File: src/rtl/enduro_rd_ptr_empty.sv
// Read-side pointer and flag logic for an asynchronous FIFO.
// Keeps the binary/Gray read pointer and derives empty, almost_empty,
// occupancy and a sticky underflow flag against the synchronized write pointer.
module enduro_rd_ptr_empty #(
    parameter int ADDR_WIDTH          = 4,
    parameter int ALMOST_EMPTY_THRESH = 2
) (
    input  logic                  dst_clk,
    input  logic                  dst_reset,
    input  logic                  domain_ready,
    input  logic [ADDR_WIDTH:0]   wr_gray_synced,
    input  logic                  rd_en,
    output logic [ADDR_WIDTH-1:0] rd_addr,
    output logic [ADDR_WIDTH:0]   rd_gray,
    output logic                  empty,
    output logic                  almost_empty,
    output logic [ADDR_WIDTH:0]   rd_count,
    output logic                  underflow
);

    localparam int PW = ADDR_WIDTH + 1;

    typedef enum logic {INIT, ACTIVE} state_t;

    state_t          state, state_next;
    logic [PW-1:0]   rd_bin, rd_bin_next, rd_gray_next;
    logic [PW-1:0]   wr_bin, count_next;
    logic            rd_fire, empty_next, almost_empty_next, underflow_next;

    // RAM address is simply the low bits of the registered binary pointer
    assign rd_addr = rd_bin[ADDR_WIDTH-1:0];

    // Next-state: leave INIT once the source domain releases us, never go back
    always_comb begin
        state_next = state;
        case (state)
            INIT:    if (domain_ready) state_next = ACTIVE;
            ACTIVE:  state_next = ACTIVE;
            default: state_next = INIT;
        endcase
    end

    // Gray-to-binary of the write pointer: bit i is the XOR of all bits at or above i
    always_comb begin
        wr_bin = '0;
        for (int i = 0; i < PW; i++) begin
            wr_bin[i] = ^(wr_gray_synced >> i);
        end
    end

    // Pointer advance and next-cycle flags, evaluated against the post-read pointer.
    // Flags are also computed on the INIT->ACTIVE edge so they are valid on the
    // first ACTIVE cycle without an extra bubble.
    always_comb begin
        rd_fire           = (state == ACTIVE) && rd_en && !empty;
        rd_bin_next       = rd_bin + {{(PW-1){1'b0}}, rd_fire};
        rd_gray_next      = (rd_bin_next >> 1) ^ rd_bin_next;
        empty_next        = 1'b1;
        almost_empty_next = 1'b1;
        count_next        = '0;
        underflow_next    = underflow || ((state == ACTIVE) && rd_en && empty);
        if (state_next == ACTIVE) begin
            empty_next        = (rd_gray_next == wr_gray_synced);
            count_next        = wr_bin - rd_bin_next;
            almost_empty_next = (int'(count_next) <= ALMOST_EMPTY_THRESH);
        end
    end

    // State register
    always_ff @(posedge dst_clk or posedge dst_reset) begin
        if (dst_reset) state <= INIT;
        else           state <= state_next;
    end

    // Pointer, flag and occupancy registers
    always_ff @(posedge dst_clk or posedge dst_reset) begin
        if (dst_reset) begin
            rd_bin       <= '0;
            rd_gray      <= '0;
            empty        <= 1'b1;
            almost_empty <= 1'b1;
            rd_count     <= '0;
            underflow    <= 1'b0;
        end else begin
            rd_bin       <= rd_bin_next;
            rd_gray      <= rd_gray_next;
            empty        <= empty_next;
            almost_empty <= almost_empty_next;
            rd_count     <= count_next;
            underflow    <= underflow_next;
        end
    end

endmodule

File: config.mk
export PLATFORM = sky130hd
export DESIGN_NAME = enduro_rd_ptr_empty
export DESIGN_NICKNAME = d
export VERILOG_FILES = /design/src/rtl/enduro_rd_ptr_empty.sv
export SDC_FILE = /design/constraint.sdc
export NUM_CORES = 1
export LEC_CHECK = 0
export CAP_MARGIN = 30
export CELL_PAD_IN_SITES_DETAIL_PLACEMENT = 1
export CELL_PAD_IN_SITES_GLOBAL_PLACEMENT = 2
export CORE_MARGIN = 3
export CORE_UTILIZATION = 29
export CTS_CLUSTER_SIZE = 28
export DETAILED_ROUTE_END_ITERATION = 10
export GPL_ROUTABILITY_DRIVEN = 0
export GPL_TIMING_DRIVEN = 0
export PLACE_DENSITY_LB_ADDON = 0.1
export SYNTH_ARGS = -nofsm -noshare
export SYNTH_HDL_FRONTEND = slang
export SYNTH_SLANG_ARGS = --single-unit
File: constraint.sdc
create_clock -name dst_clk -period 3.5 [get_ports dst_clk]
set_input_delay 0.35 -clock dst_clk [delete_from_list [all_inputs] [get_ports dst_clk]]
set_output_delay 0.35 -clock dst_clk [all_outputs]
set_load 0.05 [all_outputs]
==> results of run 1 <==
-- worst paths after layout --
check / start / to / slack [ns]
max: wr_gray_synced[4] / almost_empty / 0.45
min: dst_reset / rd_gray[0] / 0.46
max reg2reg: empty / almost_empty / 0.78
min reg2reg: underflow / underflow / 0.47
max in group asynchronous: dst_reset / rd_count[2] / 2.60
min in group dst_clk: underflow / underflow / 0.47
-- routing by layer --
layer / vias up / track usage [%] / wire length, µm
li1: 317 / - / -
met1: 315 / 15.11 / 901
met2: 17 / 17.04 / 876
met3: 5 / 4.496 / 117
met4: 0 / 4.959 / 40
met5: - / 0 / 0
-- cells in the mapped netlist, types with 2 or more instances --
library cell,number
dfrtp_1,16
dfstp_2,2
inv_1,6
xnor2_1,10
a21o_1,2
ha_1,6
nand3_1,2
nand2_1,5
nor2_1,7
xor2_1,10
a21oi_1,2
a41o_1,2
-- stage by stage --
step / utilization (%) / cell area (µm²) / std cells / hold slack [ns]
floorplan: - / 927.1 / 80 / 0.2871
detailed placement: 42.41 / 1230 / 147 / 0.4551
global placement: 42.41 / 1230 / 147 / 0.4515
global route: 43.66 / 1266 / 151 / 0.5120
finish: 43.66 / 1266 / 151 / 0.4593
CTS: 43.66 / 1266 / 151 / 0.4727
-- registers in the layout (all words and copies together) (netlist names) --
name          count
empty             1
underflow         1
rd_count          5
state             1
rd_bin            5
almost_empty      1
rd_gray           4
-- kinds of logic (layout without fill, tap and decap cells) --
logic type,Yosys count,in the layout
compound gates,11,11
xor+xnor,21,21
fa+ha+maj,7,7
buf+inv,6,35
flops,18,18
simple gates,17,17
-- final cells by class --
cell class / instances / share of cell area, %
multi-input combinational: 56 / 35.67
sequential: 18 / 35.77
tap: 42 / 4.150
clock buffer: 4 / 2.866
timing repair buffer: 25 / 19.76
inverter: 6 / 1.779
==> results.yml, run 1 <==
synthesis:
  ys.flop_type: "dfrtp_1"
  syn_inst: 80
  yosys.area.top_type: "dfrtp_1"
  synth_simple_gate_area_share_pct: 8.232
  synth_edf_count: 0
  synth_area_leaders: "dfrtp_1 43%, xnor2_1 9.4%, xor2_1 9.4%, ha_1 8.1%, dfstp_2 5.7%"
  synth_top_family_by_area: "XOR/XNOR gates"
  async_flop_share_pct: 100.0
  ys_seq_elements: 18
  synth_compound_area_share_pct: 9.582
  synthesis.area_um2: 927.1
  synth_warnings: 0
  ys_seq_area_share_pct: 48.85
  syn_nets: 96
  synth_fa_ha_area_share_pct: 10.26
  ys_types: 22
  synth_top_area_share_pct: 43.18
  synthXorXnorAreaFrac_pct: 20.65
  synthMuxAreaShare_pct: 0
  syn_area_per_cell_um2: 11.59
floorplanning:
  core_area_um2: 2900
  dieHeight_um: 62.54
  start_util_pct: 31.97
  ios: 26
  die_w_um: 62.54
  num_rows: 19
  dieArea_um2: 3911
cells_and_area:
  drive_above_1_share_pct: 8.257
  register_area_um2: 452.9
  multi_input_area_um2: 451.7
  final_common_cell: "clkdlybuf4s50_1"
  num-fill-cells: 345
  fin_nets: 126
  layout_common_cells: "25 x clkdlybuf4s50_1, 16 x dfrtp_1, 10 x xor2_1, 10 x xnor2_1, 7 x nor2_1"
  antenna_cells: 0
  syn2layout_area_growth_pct: 36.57
critical_path:
  reg2reg_depth: 10
  crit_cells: 12
  cp-start-kind: "primary input"
  critPathKind: "primary input to flop"
  crit_buf_inv: 2
  worstPathRequired_ns: 3.74
  cpLargestDelayFamily: "XOR/XNOR gates"
  worstPathArrival_ns: 3.29
  worstPathMaxFanout: 3
  crit_path_frequent_cell: "xor2_1"
  path_cells: "clkdlybuf4s50_1 > xor2_1 > xor2_1 > xor2_1 > xnor2_1 > ha_1 > inv_1 > fa_1 > a21o_1 > a21oi_1 > xor2_1 > a41o_1"
  cp-end-kind: "flop"
  slowest_stage: "clkdlybuf4s50_1"
  critPathMaxStageDelay_ns: 0.52
sta:
  finalSetupViolations: 0
  fin_tns_setup_ns: 0
  max_freq_ghz: 0.3279
  rsz0062_at_grt: "no"
  maxSlewViolCount: 0
  slew_headroom_pct: 53.53
  hold_violations: 0
  fin_worst_skew_ns: 0.003316
  period_needed_ns: 3.050
  setup_ws_ns: 0.4499
  post-route-period-util_pct: 87.15
  worst_pin_slew_ns: 0.6963
grt:
  grt_max_degree: 19
  grt_pass1_vias: 720
  track_usage_pct: 11.60
  grt_pass1_wl_mm: 3.498
  overflow: 0
  antenna_found_initial: 0
placed_design:
  place_ws_ns: 0.1203
  dp_hpwl_mm: 1.535
  io_buffers: 25
clock_tree:
  cts_tree: "built"
  cts_resized: 0
  hold_buffers: 0
  numCtsBuffers: 3
  clockBufferDepth: 2
  clk_latency_ns: 0.30
  path_clk_slew_ns: 0.10
  root_buffer: "clkbuf_4"
  clkSinkCount: 18
  htreeDepth: 1
  cts_setup_buffers: 0
run_status:
  outcome: "complete, no violations"
route:
  routed-via-count: 654
  drt-total-wl_mm: 1.935
  wl_per_cell_um: 12.81
  vias_per_cell: 4.331
  dr.pass1.iters: 4
  drc_errors: 0
  drtIter0Drc: 8
  antenna_left: 0
min_path:
  holdCritPathClass: "primary input to async pin"
flow_run:
  max-cap-violations: 0
Power of run 1 is left out: the tool's default activity adds up to more than one toggle a clock period on the data nets, which glitch-free logic cannot reach.
==> inputs of run 2 (changes only) <==
--- a/config.mk
+++ b/config.mk
@@ -14,6 +14,7 @@
 export DETAILED_ROUTE_END_ITERATION = 10
 export GPL_ROUTABILITY_DRIVEN = 0
 export GPL_TIMING_DRIVEN = 0
+export HOLD_SLACK_MARGIN = 0.08
 export PLACE_DENSITY_LB_ADDON = 0.1
 export SYNTH_ARGS = -nofsm -noshare
 export SYNTH_HDL_FRONTEND = slang
==> results of run 2 <==
No change in the layout: final DEF, timing and power equal those of run 1.
Power of run 2 is left out for the same reason.
